<file path="src/rtl/character2_motion.sv">
// Player-2 motion controller: samples controls once per frame and integrates
// walking, a jump/gravity arc and a timed kick into a registered sprite origin.
module character2_motion #(
    parameter int unsigned CharWidth   = 40,
    parameter int unsigned CharHeight  = 50,
    parameter int unsigned X_START     = 500,
    parameter int unsigned GROUND_Y    = 380,
    parameter int unsigned X_MIN       = 20,
    parameter int unsigned X_MAX       = 580,
    parameter int unsigned SPEED       = 3,
    parameter int unsigned JUMP_V      = 12,
    parameter int unsigned GRAVITY     = 1,
    parameter int unsigned KICK_FRAMES = 8
) (
    input  logic       vga_clk,
    input  logic       reset_n,
    input  logic       frame_tick,
    input  logic       key_left,
    input  logic       key_right,
    input  logic       key_jump,
    input  logic       key_kick,
    input  logic       freeze,
    input  logic       respawn,
    output logic [9:0] CharX,
    output logic [9:0] CharY,
    output logic       airborne,
    output logic       kicking
);

    // Keep the sprite on a 640x480 screen even if the limits are mis-set.
    localparam int unsigned XHi   = (X_MAX + CharWidth > 640) ? 640 - CharWidth : X_MAX;
    localparam int unsigned YGnd  = (GROUND_Y + CharHeight > 480) ? 480 - CharHeight : GROUND_Y;
    localparam int unsigned KickW = $clog2(KICK_FRAMES + 1);

    localparam logic [10:0]        XMinW    = 11'(X_MIN);
    localparam logic [10:0]        XHiW     = 11'(XHi);
    localparam logic [10:0]        SpeedW   = 11'(SPEED);
    localparam logic [9:0]         XStart   = 10'(X_START);
    localparam logic [9:0]         YGround  = 10'(YGnd);
    localparam logic [9:0]         YJump    = 10'(YGnd - JUMP_V);
    localparam logic signed [10:0] YGroundS = 11'(YGnd);
    localparam logic signed [5:0]  VyJump   = 6'(JUMP_V - 1);
    localparam logic signed [5:0]  VyGrav   = 6'(GRAVITY);
    localparam logic [KickW-1:0]   KickLoad = KickW'(KICK_FRAMES);

    typedef enum logic {StGround, StAir} state_e;

    state_e                state, state_next;
    logic signed [5:0]     vy, vy_next;
    logic [KickW-1:0]      kick_timer, kick_next;
    logic                  jump_prev, kick_prev;
    logic                  jump_edge, kick_edge;
    logic [10:0]           x_ext, x_dec, x_inc, x_next;
    logic signed [10:0]    y_air;
    logic [9:0]            y_next;
    logic                  unused_x_msb;

    assign unused_x_msb = x_next[10];

    always_comb begin
        jump_edge = key_jump & ~jump_prev;
        kick_edge = key_kick & ~kick_prev;

        // 11-bit arithmetic so stepping left near zero cannot wrap.
        x_ext  = {1'b0, CharX};
        x_dec  = (x_ext < XMinW + SpeedW) ? XMinW : x_ext - SpeedW;
        x_inc  = (x_ext + SpeedW > XHiW) ? XHiW : x_ext + SpeedW;
        x_next = x_ext;
        if (key_left && !key_right) begin
            x_next = x_dec;
        end else if (key_right && !key_left) begin
            x_next = x_inc;
        end

        y_air      = $signed({1'b0, CharY}) - $signed({{5{vy[5]}}, vy});
        y_next     = CharY;
        vy_next    = vy;
        state_next = state;
        unique case (state)
            StGround: begin
                if (jump_edge) begin
                    vy_next    = VyJump;
                    y_next     = YJump;
                    state_next = StAir;
                end else begin
                    y_next = YGround;
                end
            end
            StAir: begin
                vy_next = vy - VyGrav;
                if (y_air >= YGroundS) begin
                    y_next     = YGround;
                    vy_next    = '0;
                    state_next = StGround;
                end else if (y_air[10]) begin
                    y_next  = '0;
                    vy_next = '0;
                end else begin
                    y_next = y_air[9:0];
                end
            end
        endcase

        kick_next = kick_timer;
        if (kick_timer == '0) begin
            if (kick_edge) begin
                kick_next = KickLoad;
            end
        end else begin
            kick_next = kick_timer - KickW'(1);
        end
    end

    always_ff @(posedge vga_clk or negedge reset_n) begin
        if (!reset_n) begin
            CharX      <= XStart;
            CharY      <= YGround;
            vy         <= '0;
            state      <= StGround;
            kick_timer <= '0;
            airborne   <= 1'b0;
            kicking    <= 1'b0;
            jump_prev  <= 1'b0;
            kick_prev  <= 1'b0;
        end else if (respawn) begin
            CharX      <= XStart;
            CharY      <= YGround;
            vy         <= '0;
            state      <= StGround;
            kick_timer <= '0;
            airborne   <= 1'b0;
            kicking    <= 1'b0;
            jump_prev  <= 1'b0;
            kick_prev  <= 1'b0;
        end else if (frame_tick && !freeze) begin
            CharX      <= x_next[9:0];
            CharY      <= y_next;
            vy         <= vy_next;
            state      <= state_next;
            airborne   <= (state_next == StAir);
            kick_timer <= kick_next;
            kicking    <= (kick_next != '0);
            jump_prev  <= key_jump;
            kick_prev  <= key_kick;
        end
    end

endmodule
</file>
<file path="config.mk">
export PLATFORM = sky130hd
export DESIGN_NAME = character2_motion
export DESIGN_NICKNAME = d
export VERILOG_FILES = /design/src/rtl/character2_motion.sv
export SDC_FILE = /design/constraint.sdc
export NUM_CORES = 1
export LEC_CHECK = 0
export ABC_AREA = 1
export BUFFER_PORTS_ARGS = -buffer_cell sky130_fd_sc_hd__buf_2
export CAP_MARGIN = 20
export CORE_ASPECT_RATIO = 0.8
export CORE_MARGIN = 2
export CORE_UTILIZATION = 55
export DETAILED_ROUTE_END_ITERATION = 10
export PLACE_DENSITY = 0.75
export SETUP_SLACK_MARGIN = 0.5
export SYNTH_ARGS = -nofsm -noshare
export SYNTH_HDL_FRONTEND = slang
export SYNTH_SLANG_ARGS = --single-unit
export TNS_END_PERCENT = 10
</file>
<file path="constraint.sdc">
create_clock -name vga_clk -period 2.4 [get_ports vga_clk]
set_input_delay 0.36 -clock vga_clk [delete_from_list [all_inputs] [get_ports vga_clk]]
set_output_delay 0.36 -clock vga_clk [all_outputs]
set_load 0.1 [all_outputs]
</file>
=== Word level (Yosys, flattened, before mapping) ===
Index checks and enable logic that the tools add are counted.

* Bits in registers: 34
* Bits of input ports: 9
* Output and inout bits: 22
* Logic and storage cells: 67

* Add/subtract/negate cells: 5
* $lt $le $gt $ge: 3
* Eq/ne operators: 1
* Muxes and demuxes: 33
* Bitwise gates (word level): 5
* Reduce and logical (&&, ||, !) cells: 12

{| class="wikitable"
|+ Operators by type and width
! cell !! count
|-
| 10-bit two-way mux || 10
|-
| 6-bit two-way mux || 5
|-
| 4-bit two-way mux || 5
|-
| 10-bit case mux with 2 select lines || 1
|-
| 6-bit case mux with 2 select lines || 1
|-
| 10-bit by 2-bit adder with 11-bit output, second input constant || 1
|-
| 11-bit by 10-bit greater-or-equal comparator with 1-bit output, second input constant || 1
|-
| 11-bit by 10-bit > comparator with 1-bit output, second input constant || 1
|-
| 11-bit by 6-bit subtractor with 11-bit output || 1
|-
| 10-bit by 5-bit less-than comparator with 1-bit output, second input constant || 1
|-
| 1-bit two-way mux || 10
|-
| 10-bit by 2-bit subtractor with 10-bit output, second input constant || 1
|-
| 6-bit by 2-bit subtractor with 6-bit output, second input constant || 1
|-
| 4-bit logical NOT || 1
|-
| 2-bit AND reduction || 2
|-
| 4-bit nonzero test || 1
|-
| 4-bit by 1-bit subtractor with 4-bit output, second input constant || 1
|-
| 1-bit logical AND || 3
|-
| 1-bit logical NOT || 3
|-
| 3-bit inequality test, second input constant || 1
|-
| 1-bit NOT || 3
|-
| 3-bit nonzero test || 1
|-
| 1-bit AND || 2
|-
| 1-bit case mux with 2 select lines || 1
|-
| 2-bit nonzero test || 1
|}

=== Logic depth before layout (Yosys ltp) ===
Gate-level depths: netlist of the first run.

* Depth after elaboration: 7
* Mapped depth: 19
* Gate-level depth less buffers: 19

=== Worst setup path after synthesis of the first run ===
Ideal clock, no wire load.

* Path kind: reg2reg
* From: register CharY[0]
* To: register state
* Library setup time: 0.127 ns
* Arrival: 2.505 ns
* Data required time: 2.273 ns
* Path slack: -0.232 ns
* Cell stages (with the launch flop): 15
* Path buffers: 0
* Clock period less this slack: 2.632 ns
* Cell sequence: dfrtp_1 > inv_1 > ha_1 > inv_1 > fa_1 > nand2_1 > nand2_2 > nand4_1 > nand2_1 > xor2_1 > nand2_4 > nand2_4 > nand3_1 > nand2_1 > o21ai_1

* Word-level cells in the longest chain between the ends: 6

{| class="wikitable"
|+ Ends and longest elaborated chain
! element !! RTL line !! source
|-
| start, declared || 25 || <nowiki>output logic [9:0] CharY,</nowiki>
|-
| start signal, assigned || 117 || <nowiki>CharY <= YGround;</nowiki>
|-
| start signal, assigned || 127 || <nowiki>CharY <= YGround;</nowiki>
|-
| start signal, assigned || 137 || <nowiki>CharY <= y_next;</nowiki>
|-
| 11-bit by 6-bit subtractor with 11-bit output || 75 || <nowiki>y_air = $signed({1'b0, CharY}) - $signed({{5{vy[5]}}, vy});</nowiki>
|-
| 11-bit by 10-bit greater-or-equal comparator with 1-bit output || 91 || <nowiki>if (y_air >= YGroundS) begin</nowiki>
|-
| 1-bit two-way mux || 91 ||
|-
| 1-bit case mux with 2 select lines || 79 || <nowiki>unique case (state)</nowiki>
|-
| 1-bit two-way mux || 135 || <nowiki>end else if (frame_tick && !freeze) begin</nowiki>
|-
| 1-bit two-way mux || 125 || <nowiki>end else if (respawn) begin</nowiki>
|-
| end signal, assigned || 119 || <nowiki>state <= StGround;</nowiki>
|-
| end signal, assigned || 129 || <nowiki>state <= StGround;</nowiki>
|-
| end signal, assigned || 139 || <nowiki>state <= state_next;</nowiki>
|-
| end, declared || 48 || <nowiki>state_e state, state_next;</nowiki>
|}

No other way between the ends. The select of a mux whose other input is x is not followed.
A chain may end at the register's enable or synchronous reset.

=== Final worst setup path of the first run ===
* From: register CharY[0]
* To: register vy[2]

* Word-level cells in the longest chain between the ends: 6
* Elaborated cells on any way between the ends: 7
* Classes of those cells: add/sub: 1; order compare: 1; mux: 5

{| class="wikitable"
|+ Ends and longest elaborated chain
! element !! RTL line !! source
|-
| 11-bit by 6-bit subtractor with 11-bit output * || 75 ||
|-
| 11-bit by 10-bit greater-or-equal comparator with 1-bit output or 6-bit two-way mux (tied branches) || 91, 95 ||
|-
| 6-bit two-way mux * || 91 ||
|-
| 6-bit case mux with 2 select lines * || 79 ||
|-
| 6-bit two-way mux * || 135 ||
|-
| 6-bit two-way mux * || 125 ||
|-
| end signal, assigned || 138 || <nowiki>vy <= vy_next;</nowiki>
|-
| end, declared || 49 || <nowiki>logic signed [5:0] vy, vy_next;</nowiki>
|}

Mark *: on every way between the ends. The rest lies on a longest branch, timed or not. The select of a mux whose other input is x is not followed.

==> results of run 1 <==
synth_stat cells:
library cell	count	area, um^2
o2111ai_1	1	8.76
nor2_4	1	11.3
nor2_1	42	158
o22ai_1	3	18.8
nand2_4	4	45.0
ha_1	15	188
nand3_1	24	120
xor2_1	10	87.6
or2_2	5	31.3
clkbuf_1	2	7.51
inv_1	63	236
nand2_2	8	50.1
dfrtp_1	22	551
buf_4	2	15.0
o21ai_0	23	115
a211oi_1	2	15.0
fa_1	1	20.0
nand3_2	6	60.1
nor3_1	8	40.0
a21oi_1	18	90.1
mux2i_1	1	10.0
a31oi_1	1	6.26
o21ai_1	6	30.0
a21oi_2	2	17.5
nand2_1	119	447
o211ai_1	2	15.0
nor2_8	1	20.0
dfstp_2	12	315
nand4_1	9	56.3
inv_2	10	37.5
xnor2_1	1	8.76
inv_4	1	6.26
o21bai_1	1	7.51
o21ai_2	1	8.76
clkinv_1	2	7.51
stage by stage:
stage          setup slack, ps  power [mW]  cell area (um^2)  setup TNS, ps
6_report                  82.3        1.96              3520              0
5_1_grt                  -39.3        2.06              3520           -102
4_1_cts                    101        1.89              3320              0
3_5_place_dp               106        1.32              3160              0
3_3_place_gp               174        1.31              3160              0
2_1_floorplan              145        1.19              2910              0
worst max-delay path, delay by kind of cell, from the launching register on:
family          cells  cell delay, ps
buf+inv             3             190
compound gates      1              70
flops               1             490
simple gates       11             980
fa+ha+maj           2             500
registers in the layout, indices dropped and copies added (netlist names):
signal	cells
vy	6
state	1
kick_timer	4
CharX	10
kick_prev	1
kicking	1
CharY	10
jump_prev	1
metal layers:
layer | GRT usage [%] | share of wire, %
met1 | 37.7 | 49
met2 | 39.2 | 45
met3 | 4.29 | 6.3
met4 | 3.77 | 0.45
met5 | 0 | 0
worst min path at each step:
stage,from,to,slack (ps),cells after the start
5_1_grt,reset_n,vy[0],210,1
4_1_cts,reset_n,jump_prev,170,1
2_1_floorplan,reset_n,CharX[0],60,0
3_3_place_gp,reset_n,kick_prev,470,1
3_5_place_dp,reset_n,kick_prev,480,1
6_report,reset_n,jump_prev,140,1
where the power goes:
part / internal, mW / switching [mW] / total (mW)
sequential: 0.617 / 0.0435 / 0.661
combinational: 0.216 / 0.525 / 0.742
clock: 0.339 / 0.219 / 0.558
repair_timing:
item	CTS	global route
buffers inserted	5	1
cloned	0	0
pin swaps	2	25
setup endpoints to repair	24	26
resized for setup	3	52
cells by family (layout without fill, tap and decap cells):
group	Yosys count	after routing	synth area share [%]
AOI/OAI and AO/OA	60	60	11.6
xor gates and xnor gates	11	11	3.37
adders and majority gates	16	16	7.26
buffers and inverters	80	125	10.8
DFF	34	34	30.3
muxes	1	1	0.350
and+or+nand+nor	227	227	36.3
layout make-up:
cell class | count | area (um^2)
inverter | 76 | 298
sequential | 34 | 898
clock buffer | 7 | 86.3
multi-input combinational | 315 | 1900
timing repair buffer | 41 | 233
fill | 405 | 1490
clock inverter | 1 | 30.0
tap | 62 | 77.6
==> metrics.log, run 1 <==
[metrics] final hold violation count: 0
[metrics] average instance area after synthesis: 6.67 um^2
[metrics] r2r startpoint: CharY[0]
[metrics] I/O pin cnt: 31
[metrics] maximum fanout encountered on the critical timing path: 7
[metrics] half-perimeter wire length of the detailed placement result: 5410 um
[metrics] most common cell after layout, fill and taps aside: nand2_1
[metrics] Reg2Reg Capture Point: vy[2]
[metrics] worst reg2reg setup slack: 80 ps
[metrics] maximum number of buffers from clock root to sink: 2
[metrics] skew final: 8.71 ps
[metrics] total vias in the final route: 2,911
[metrics] run status: finished, final reports clean
[metrics] most used cells in the layout excluding fill and tap cells: 107 x nand2_1, 57 x inv_1, 39 x nor2_1
[metrics] setup violators final: 0
[metrics] Worst EP required: 2600 ps
[metrics] transition time at the pin with the least slew margin: 785 ps
[metrics] worst setup path start: CharY[0]
[metrics] kind of launch point of the worst setup path: flop
[metrics] delay contributed by the slowest stage of the critical path: 490 ps
[metrics] routability congestion estimate: 0.972
[metrics] insertion delay to the later sink of the worst-skew pair: 290 ps
[metrics] Die Span X: 84.6 um
[metrics] share of the cycle needed by the critical path after routing: 96.6%
[metrics] root buffer cell: clkbuf_8
[metrics] global router's overall resource usage: 25.1%
[metrics] Power Density: 557 mW/mm^2
[metrics] count of mapped cells out of synthesis: 429
[metrics] number of cells after detailed placement: 522
[metrics] max-slew violation count: 0
[metrics] Worst Hold Slack: 139 ps
[metrics] static leakage: 1.74 nW
[metrics] initial cell density of the core: 57.1%
[metrics] CP cell instances: inv_4 -> ha_4 -> inv_4 -> fa_2 -> nand2_2 -> nand2_4 -> nand3_4 -> nand2_4 -> nand2_4 -> nand2_2 -> nand2_2 -> nand2_4 -> nor2_8 -> nand3_2 -> inv_2 -> nand2_1 -> o21ai_0
[metrics] number of synthesized register bits: 34
[metrics] type of element capturing the critical path: flop
[metrics] routed wire length: 7320 um
[metrics] count of buffers from port buffering: 30
[metrics] Die Outline Area: 0.00580 mm^2
[metrics] final-stage net count: 498
[metrics] most frequent cell on the critical path: nand2_4
[metrics] detail-routed net length per standard cell: 13.7 um
[metrics] worst hold path class: in -> async
[metrics] Area Growth Syn to Fin: 23.1%
[metrics] DRC marker count from the first detailed-route iteration: 264
[metrics] count of antenna-violating nets left after detailed routing: 0
[metrics] post-CTS clock slew at the launch and capture registers of the worst setup and hold paths: 70 ps
[metrics] die height: 68.5 um
[metrics] final design utilization: 70.3%
[metrics] path depth of the worst reg2reg path: 17
[metrics] nets in the synthesized netlist: 454
[metrics] total of hold buffers inserted after clock tree synthesis: 0
[metrics] sequential-to-total area share from yosys stat: 30.3%
[metrics] non-filler cells in the finished layout: 536
[metrics] DRC violations left: 0
[metrics] # rows: 23
[metrics] Worst Setup EP: vy[2]
[metrics] Critical Path Slowest Stage Cell: dfrtp_4
[metrics] peak clock frequency supported by timing: 431 MHz
[metrics] DRT Pass-1 Iters: 5
[metrics] number of clock sinks: 34
[metrics] number of maximum-capacitance violations: 0
[metrics] mapped cell area: 0.00286 mm^2
[metrics] headroom to the max-slew limit: 47.1%
[metrics] fraction of final layout cells with drive strength greater than 1: 31.9%
[metrics] RSZ-0062 raised after global routing: yes
[metrics] via count of the first global-routing pass: 2,429
[metrics] number of antenna violations at the first check in global routing: 0
[metrics] clock buffers created by TritonCTS: 5
[metrics] TritonCTS clock tree: yes
[metrics] level count of the clock H-tree: 2
[metrics] library cells used by synthesis: 35
[metrics] peak ir drop on the vdd network: 0.504 mV
[metrics] count of antenna diodes in the layout: 0
[metrics] arrival time worst endpoint: 2520 ps
[metrics] vias per inst: 5.43
[metrics] Synthesis Warnings: 0
[metrics] minimum clock period: 2320 ps
[metrics] largest net degree at the start of global routing: 35
[metrics] first-pass GRT wire length: 11,600 um
[metrics] critical path type: reg -> reg
[metrics] residual overflow from global routing: 0
[metrics] area of the core: 0.00501 mm^2
Power figures use the tool's default switching activity.
==> run 2, diff against run 1 <==
--- a/config.mk
+++ b/config.mk
@@ -11,9 +11,11 @@
 export CORE_ASPECT_RATIO = 0.8
 export CORE_MARGIN = 2
 export CORE_UTILIZATION = 55
+export CTS_BUF_LIST = sky130_fd_sc_hd__clkbuf_8
 export DETAILED_ROUTE_END_ITERATION = 10
 export PLACE_DENSITY = 0.75
 export SETUP_SLACK_MARGIN = 0.5
+export SKIP_LAST_GASP = 1
 export SYNTH_ARGS = -nofsm -noshare
 export SYNTH_HDL_FRONTEND = slang
 export SYNTH_SLANG_ARGS = --single-unit
==> run 2 against run 1 <==
  * Worst setup slack improved by 1.8 ps
  * Via count decreased by 1.5%
  * Routed wire length is 1.8% lower
  * Cell count unchanged
  * Die area unchanged
  * Critical path depth unchanged
  * Clock-buffer cell count decreased by 1
  * Power is 2.6% lower
  * Flip-flop and latch count unchanged
  * First-iteration DRC count fell by 13%
  * Critical path type unchanged
  * Highest routed layer unchanged
==> metrics.log, run 2 (synthesis gave the netlist of run 1 again) <==
[metrics] clock buffers created by TritonCTS: 5 (unchanged)
[metrics] run status: finished, final reports clean
[metrics] initial cell density of the core: 57.1% (unchanged)
[metrics] most frequent cell on the critical path: nand2_4
[metrics] worst reg2reg setup slack: 80 ps (about the same)
[metrics] clock share of power: 28.8% (+0.3 points)
[metrics] most common cell after layout, fill and taps aside: nand2_1
[metrics] switching part of the total power: 39.7% (-0.50 points)
[metrics] Worst EP required: 2600 ps (about the same)
[metrics] Die Outline Area: 0.00580 mm^2 (unchanged)
[metrics] Buf/Inv on CP: 3 (unchanged)
[metrics] final-stage net count: 498 (unchanged)
[metrics] path depth of the worst reg2reg path: 17 (unchanged)
[metrics] global router's overall resource usage: 25.1% (unchanged)
[metrics] final design utilization: 68.0% (-2.3 points)
[metrics] kind of launch point of the worst setup path: flop
[metrics] RSZ-0062 raised after global routing: yes
[metrics] fraction of final layout cells with drive strength greater than 1: 26.4% (-5.5 points)
[metrics] Top Registers: CharX: 10 flops, CharY: 10 flops, vy: 6 flops
[metrics] share of the cycle needed by the critical path after routing: 96.5% (about the same)
[metrics] # rows: 23 (unchanged)
[metrics] r2r startpoint: CharY[0]
[metrics] dpl ws: 106 ps (unchanged)
[metrics] transition time at the pin with the least slew margin: 778 ps (-6.55 ps)
[metrics] type of element capturing the critical path: flop
[metrics] cell family with most CP delay: simple AND/OR/NAND/NOR gates
[metrics] root buffer cell: clkbuf_8
[metrics] post-CTS clock slew at the launch and capture registers of the worst setup and hold paths: 80 ps (about the same)
[metrics] DRT Pass-1 Iters: 7 (+2)
[metrics] Area Growth Syn to Fin: 19.0%
[metrics] number of clock sinks: 34 (unchanged)
[metrics] cell internal power dissipation: 1.15 mW (-1.7%)
[metrics] arrival time worst endpoint: 2520 ps (about the same)
[metrics] count of antenna diodes in the layout: 0 (unchanged)
[metrics] logic depth of the worst setup path including buffers: 17 (unchanged)
[metrics] DRC violations left: 0 (unchanged)
[metrics] via count of the first global-routing pass: 2,429 (unchanged)
[metrics] total non-filler cell area in the finished layout: 0.00340 mm^2 (-3.3%)
[metrics] largest net degree at the start of global routing: 35 (unchanged)
[metrics] Overall Power: 1.91 mW (-2.6%)
[metrics] DRC marker count from the first detailed-route iteration: 230 (-13%)
[metrics] detail-routed net length per standard cell: 13.4 um (-1.8%)
[metrics] static leakage: 1.74 nW (-0.44%)
[metrics] Sequential Power Share: 34.5% (+0.8 points)
[metrics] most used cells in the layout excluding fill and tap cells: 114 x nand2_1, 62 x inv_1, 41 x nor2_1
[metrics] minimum clock period: 2320 ps (-1.77 ps)
[metrics] headroom to the max-slew limit: 47.6% (+0.44 points)
[metrics] Power Density: 561 mW/mm^2 (+0.80%)
[metrics] number of maximum-capacitance violations: 0 (unchanged)
[metrics] Critical Path Slowest Stage Cell: dfrtp_4
[metrics] count of antenna-violating nets left after detailed routing: 0 (unchanged)
[metrics] maximum number of buffers from clock root to sink: 2 (unchanged)
[metrics] skew final: 8.88 ps (+0.167 ps)
[metrics] delay contributed by the slowest stage of the critical path: 490 ps (about the same)
[metrics] setup violators final: 0 (unchanged)
[metrics] TritonCTS clock tree: yes
[metrics] part of the total power dissipated in combinational logic: 36.7% (-1.1 points)
[metrics] vias per inst: 5.35 (-1.5%)
[metrics] area of the core: 0.00501 mm^2 (unchanged)
[metrics] Worst Hold Slack: 141 ps (+1.54 ps)
[metrics] residual overflow from global routing: 0 (unchanged)
[metrics] worst hold path class: in -> async
[metrics] maximum fanout encountered on the critical timing path: 7 (unchanged)
[metrics] total vias in the final route: 2,866 (-1.5%)
[metrics] final-layout fill cell count: 425 (+4.9%)
[metrics] die height: 68.5 um (unchanged)
[metrics] CP cell instances: inv_4 -> ha_4 -> inv_4 -> fa_2 -> nand2_2 -> nand2_4 -> nand3_4 -> nand2_4 -> nand2_4 -> nand2_2 -> nand2_2 -> nand2_4 -> nor2_8 -> nand3_2 -> inv_2 -> nand2_1 -> o21ai_0
[metrics] routed wire length: 7190 um (-1.8%)
[metrics] final hold violation count: 0 (unchanged)
[metrics] Die Span X: 84.6 um (unchanged)
[metrics] half-perimeter wire length of the detailed placement result: 5410 um (unchanged)
[metrics] Reg2Reg Capture Point: vy[2]
[metrics] first-pass GRT wire length: 11,600 um (unchanged)
[metrics] sequential cell area in the final layout: 898 um^2 (unchanged)
[metrics] insertion delay to the later sink of the worst-skew pair: 290 ps (about the same)
[metrics] NetSw: 0.759 mW (-3.8%)
[metrics] I/O pin cnt: 31 (unchanged)
[metrics] peak ir drop on the vdd network: 0.495 mV (-1.9%)
[metrics] post-detailed-placement cell area: 0.00316 mm^2 (unchanged)
[metrics] count of buffers from port buffering: 30 (unchanged)
[metrics] routability congestion estimate: 0.972 (unchanged)
[metrics] setup slack of the critical path after layout: 84.0 ps (+1.77 ps)
[metrics] multi-input gate area in the final layout: 0.00179 mm^2 (-5.9%)
[metrics] peak clock frequency supported by timing: 432 MHz (about the same)
[metrics] level count of the clock H-tree: 2 (unchanged)
[metrics] number of antenna violations at the first check in global routing: 0 (unchanged)
[metrics] max-slew violation count: 0 (unchanged)
[metrics] critical path type: reg -> reg
## run 2: cell types whose count changed in the layout (fill, tap and decap cells not counted), moves of 4 or more
cell,previous run,this run
nand2_1,107,114
a21oi_1,13,18
a21oi_2,7,2
inv_1,57,62
nand2_2,14,10
nand3_2,14,10
nand3_1,15,19
## run 2: how the worst max path moves through the flow
stage	start	endpoint	slack, ps
2_1_floorplan	CharY[0]	vy[1]	140
3_3_place_gp	CharY[0]	vy[2]	170
3_5_place_dp	CharY[0]	CharY[6]	110
4_1_cts	CharY[0]	CharY[6]	100
5_1_grt	CharY[0]	vy[2]	-40
6_report	CharY[0]	vy[2]	80
## run 2: routing by layer
metal / wire length [um] / GRT usage, % / up-vias
li1: - / - / 1452
met1: 3490 / 37.7 / 1306
met2: 3160 / 39.2 / 104
met3: 517 / 4.29 / 4
met4: 25 / 3.77 / 0
met5: 0 / 0 / -
## run 2: timing repair
action / 4_1_cts / 5_1_grt
resized for setup: 3 / 17
hold endpoints to repair: 0 / 0
hold buffers: 0 / 0
endpoints found under the setup margin: 24 / 26
buffers inserted: 5 / 1
pin swaps: 2 / 5
cloned: 0 / 0
## run 2: power by group through the flow
| stage | registers (mW) | clock network [mW] | logic [mW] |
|---|---|---|---|
| 6_report | 0.659 | 0.550 | 0.702 |
| 5_1_grt | 0.666 | 0.584 | 0.765 |
| 4_1_cts | 0.659 | 0.559 | 0.669 |
| 3_5_place_dp | 0.669 | 0 | 0.650 |
| 3_3_place_gp | 0.669 | 0 | 0.639 |
| 2_1_floorplan | 0.822 | 0 | 0.367 |
## run 2: stage by stage
step / instances / TNS (ps)
floorplan: 429 / 0
global placement: 522 / 0
detailed placement: 522 / 0
CTS: 535 / 0
global route: 536 / -153
finish: 536 / 0
## run 2: layout make-up
class                   instances  share of cell area (%)
multi-input cells             315                    52.5
flip-flops and latches         34                    26.4
inverters                      76                    8.60
repair buffers                 41                    6.84
clock buffers                   6                    2.43
well taps                      62                    2.28
clock inverters                 2                   0.992
## run 2: worst reg2reg max path, cell delays in order, from the launching register on
cell     delay [ps]
dfrtp_4         490
inv_4            70
ha_4            130
inv_4            30
fa_2            370
nand2_2         100
nand2_4          70
nand3_4          90
nand2_4          70
nand2_4          70
nand2_2          50
nand2_2          80
nand2_4         100
nor2_8          170
nand3_2         130
inv_2            90
nand2_1          50
o21ai_0          70
==> run 3, diff against run 2 <==
--- a/config.mk
+++ b/config.mk
@@ -14,6 +14,7 @@
 export CTS_BUF_LIST = sky130_fd_sc_hd__clkbuf_8
 export DETAILED_ROUTE_END_ITERATION = 10
 export PLACE_DENSITY = 0.75
+export RECOVER_POWER = 25
 export SETUP_SLACK_MARGIN = 0.5
 export SKIP_LAST_GASP = 1
 export SYNTH_ARGS = -nofsm -noshare
==> constraint.sdc (replaced) <==
create_clock -name vga_clk -period 2.9 [get_ports vga_clk]
set_input_delay 0.435 -clock vga_clk [delete_from_list [all_inputs] [get_ports vga_clk]]
set_output_delay 0.435 -clock vga_clk [all_outputs]
set_load 0.1 [all_outputs]
==> run 3 against run 2 <==
  * The flow now finishes with violations (max-capacitance violations, max-slew violations)
  * Global-route usage rose by 0.24 points
  * Utilization grew 0.62 points
  * Worst setup slack improved by 490 ps
  * Flip-flop and latch count did not move
  * Die area is the same
  * Clock-buffer cell count did not move
  * Critical endpoint is now CharY[2]
  * Largest power group unchanged
==> metrics.log, run 3 (synthesis gave the netlist of run 1 again) <==
[metrics] skew final: 3.23 ps (-5.65 ps)
[metrics] number of antenna violations at the first check in global routing: 0 (unchanged)
[metrics] Reg2Reg Capture Point: CharY[2]
[metrics] number of clock sinks: 34 (unchanged)
[metrics] minimum clock period: 2330 ps (+12.9 ps)
[metrics] residual overflow from global routing: 0 (unchanged)
[metrics] final-stage net count: 498 (unchanged)
[metrics] RSZ-0062 raised after global routing: no
[metrics] level count of the clock H-tree: 2 (unchanged)
[metrics] root buffer cell: clkbuf_8
[metrics] total vias in the final route: 2,912 (+1.6%)
[metrics] run status: finished with violations
[metrics] half-perimeter wire length of the detailed placement result: 5390 um (-0.30%)
[metrics] total of hold buffers inserted after clock tree synthesis: 0 (unchanged)
[metrics] via count of the first global-routing pass: 2,427 (-0.082%)
[metrics] peak ir drop on the vdd network: 0.382 mV (-23%)
[metrics] DRT Pass-1 Iters: 5 (-2)
[metrics] path depth of the worst reg2reg path: 17 (unchanged)
[metrics] NetSw: 0.644 mW (-15%)
[metrics] die height: 68.5 um (unchanged)
[metrics] initial cell density of the core: 57.1% (unchanged)
[metrics] violations in the final reports: max-capacitance violations, max-slew violations
[metrics] worst hold path class: in -> reg
[metrics] headroom to the max-slew limit: -21.3% (-69 points)
[metrics] Die Outline Area: 0.00580 mm^2 (unchanged)
[metrics] maximum fanout encountered on the critical timing path: 6 (-1)
[metrics] Power Density: 440 mW/mm^2 (-22%)
[metrics] clock share of power: 24.7% (-4.1 points)
[metrics] part of the total power dissipated in combinational logic: 39.2% (+2.5 points)
[metrics] worst min-delay path startpoint: key_kick
[metrics] insertion delay to the later sink of the worst-skew pair: 290 ps (about the same)
[metrics] arrival time worst endpoint: 2520 ps (about the same)
[metrics] transition time at the pin with the least slew margin: 1820 ps (+1040 ps)
[metrics] most used cells in the layout excluding fill and tap cells: 114 x nand2_1, 60 x inv_1, 42 x nor2_1
[metrics] static leakage: 1.73 nW (-0.49%)
[metrics] Worst EP required: 3090 ps (+490 ps)
[metrics] Worst Hold Path EP: kick_prev
[metrics] type of element capturing the critical path: flop
[metrics] DRC violations left: 0 (unchanged)
[metrics] total non-filler cell area in the finished layout: 0.00344 mm^2 (+0.92%)
[metrics] I/O pin cnt: 31 (unchanged)
[metrics] maximum number of buffers from clock root to sink: 2 (unchanged)
[metrics] CP cell instances: inv_2 -> ha_4 -> inv_2 -> fa_2 -> nand2_2 -> nand2_4 -> nand3_4 -> nand2_2 -> nand2_2 -> nand2_2 -> nand2_2 -> nand2_4 -> nor2_8 -> buf_6 -> nand3_1 -> nand2_1 -> a21oi_1
[metrics] post-detailed-placement cell area: 0.00308 mm^2 (-2.5%)
[metrics] most common cell after layout, fill and taps aside: nand2_1
[metrics] routability congestion estimate: 0.971 (-0.13%)
[metrics] delay contributed by the slowest stage of the critical path: 420 ps (-70 ps)
[metrics] global router's overall resource usage: 25.4% (+0.24 points)
[metrics] count of buffers from port buffering: 30 (unchanged)
[metrics] DRC marker count from the first detailed-route iteration: 208 (-9.6%)
[metrics] # rows: 23 (unchanged)
[metrics] clock buffers created by TritonCTS: 5 (unchanged)
[metrics] vias per inst: 5.43 (+1.6%)
[metrics] Area Growth Syn to Fin: 20.1%
[metrics] Sequential Power Share: 36.1% (+1.6 points)
[metrics] number of maximum-capacitance violations: 1 (+1)
[metrics] Setup TNS: 0 ps (unchanged)
[metrics] peak clock frequency supported by timing: 429 MHz (-0.56%)
[metrics] Top Registers: CharX: 10 flops, CharY: 10 flops, vy: 6 flops
[metrics] worst reg2reg setup slack: 570 ps (+490 ps)
[metrics] most frequent cell on the critical path: nand2_2
[metrics] area of the core: 0.00501 mm^2 (unchanged)
[metrics] max-slew violation count: 35 (+35)
[metrics] number of cells after detailed placement: 518 (-0.77%)
[metrics] switching part of the total power: 42.5% (+2.8 points)
[metrics] largest net degree at the start of global routing: 35 (unchanged)
[metrics] detail-routed net length per standard cell: 13.8 um (+2.7%)
[metrics] Die Span X: 84.6 um (unchanged)
[metrics] first-pass GRT wire length: 11,700 um (+1.0%)
[metrics] r2r startpoint: CharY[0]
[metrics] cell internal power dissipation: 0.869 mW (-25%)
[metrics] Min-Delay Path Depth: 3
[metrics] kind of launch point of the worst setup path: flop
[metrics] final hold violation count: 0 (unchanged)
[metrics] count of antenna-violating nets left after detailed routing: 0 (unchanged)
[metrics] setup violators final: 0 (unchanged)
[metrics] TritonCTS clock tree: yes
[metrics] post-CTS clock slew at the launch and capture registers of the worst setup and hold paths: 70 ps (about the same)
[metrics] share of the cycle needed by the critical path after routing: 80.3% (-16 points)
[metrics] count of antenna diodes in the layout: 0 (unchanged)
[metrics] Critical Path Slowest Stage Cell: fa_2
[metrics] critical path type: reg -> reg
[metrics] non-filler cells in the finished layout: 536 (unchanged)
[metrics] routed wire length: 7390 um (+2.7%)
[metrics] fraction of final layout cells with drive strength greater than 1: 27.2% (+0.84 points)
-- run 3: layer usage --
metal | GRT usage [%] | up-vias | part of all wire (%)
li1 | - | 1452 | -
met1 | 38.9 | 1335 | 49
met2 | 38.0 | 118 | 44
met3 | 4.88 | 7 | 6.6
met4 | 3.77 | 0 | 0.28
met5 | 0 | - | 0
-- run 3: layout make-up --
cell class	count	area [um^2]
clock buffer	6	82.6
clock inverter	2	12.5
fill	413	1570
inverter	76	292
multi-input combinational	315	1850
sequential	34	871
tap	62	77.6
timing repair buffer	41	248
-- run 3: repair_timing --
action / in CTS / in global routing
endpoints found under the setup margin: 0 / 15
setup buffers: 0 / 10
resized for setup: 0 / 35
-- run 3: how the worst max path moves through the flow --
stage	start	endpoint	slack [ps]	cells past startpoint
after floorplan	CharY[7]	CharY[4]	480	13
after global placement	vy[5]	vy[2]	620	13
after detailed placement	CharY[0]	vy[2]	550	17
after CTS	CharY[0]	vy[2]	530	17
after global routing	CharY[0]	CharY[5]	440	18
final	CharY[0]	CharY[2]	570	17
-- run 3: power by group through the flow --
stage	Sequential [mW]	Clock [mW]	Combinational, mW
floorplan	0.678	0	0.302
global placement	0.551	0	0.526
detailed placement	0.552	0	0.534
CTS	0.544	0.377	0.536
global route	0.550	0.401	0.644
finish	0.546	0.374	0.592
-- run 3: critical path, delay by kind of cell (launching register included) --
family                     cells  cell delay, ps
adders and majority gates      2             540
DFF                            1             410
buffers and inverters          3             250
and+or+nand+nor               11            1000
AOI/OAI and AO/OA              1              70
-- run 3: through the flow --
stage                     worst slack, ps  hold slack [ps]  power, mW  util [%]
after floorplan                       484              139      0.980         -
after global placement                617              484       1.08      61.5
after detailed placement              546              493       1.09      61.5
after CTS                             528              245       1.46      63.4
after global routing                  440              386       1.59      68.6
final                                 571              373       1.51      68.6
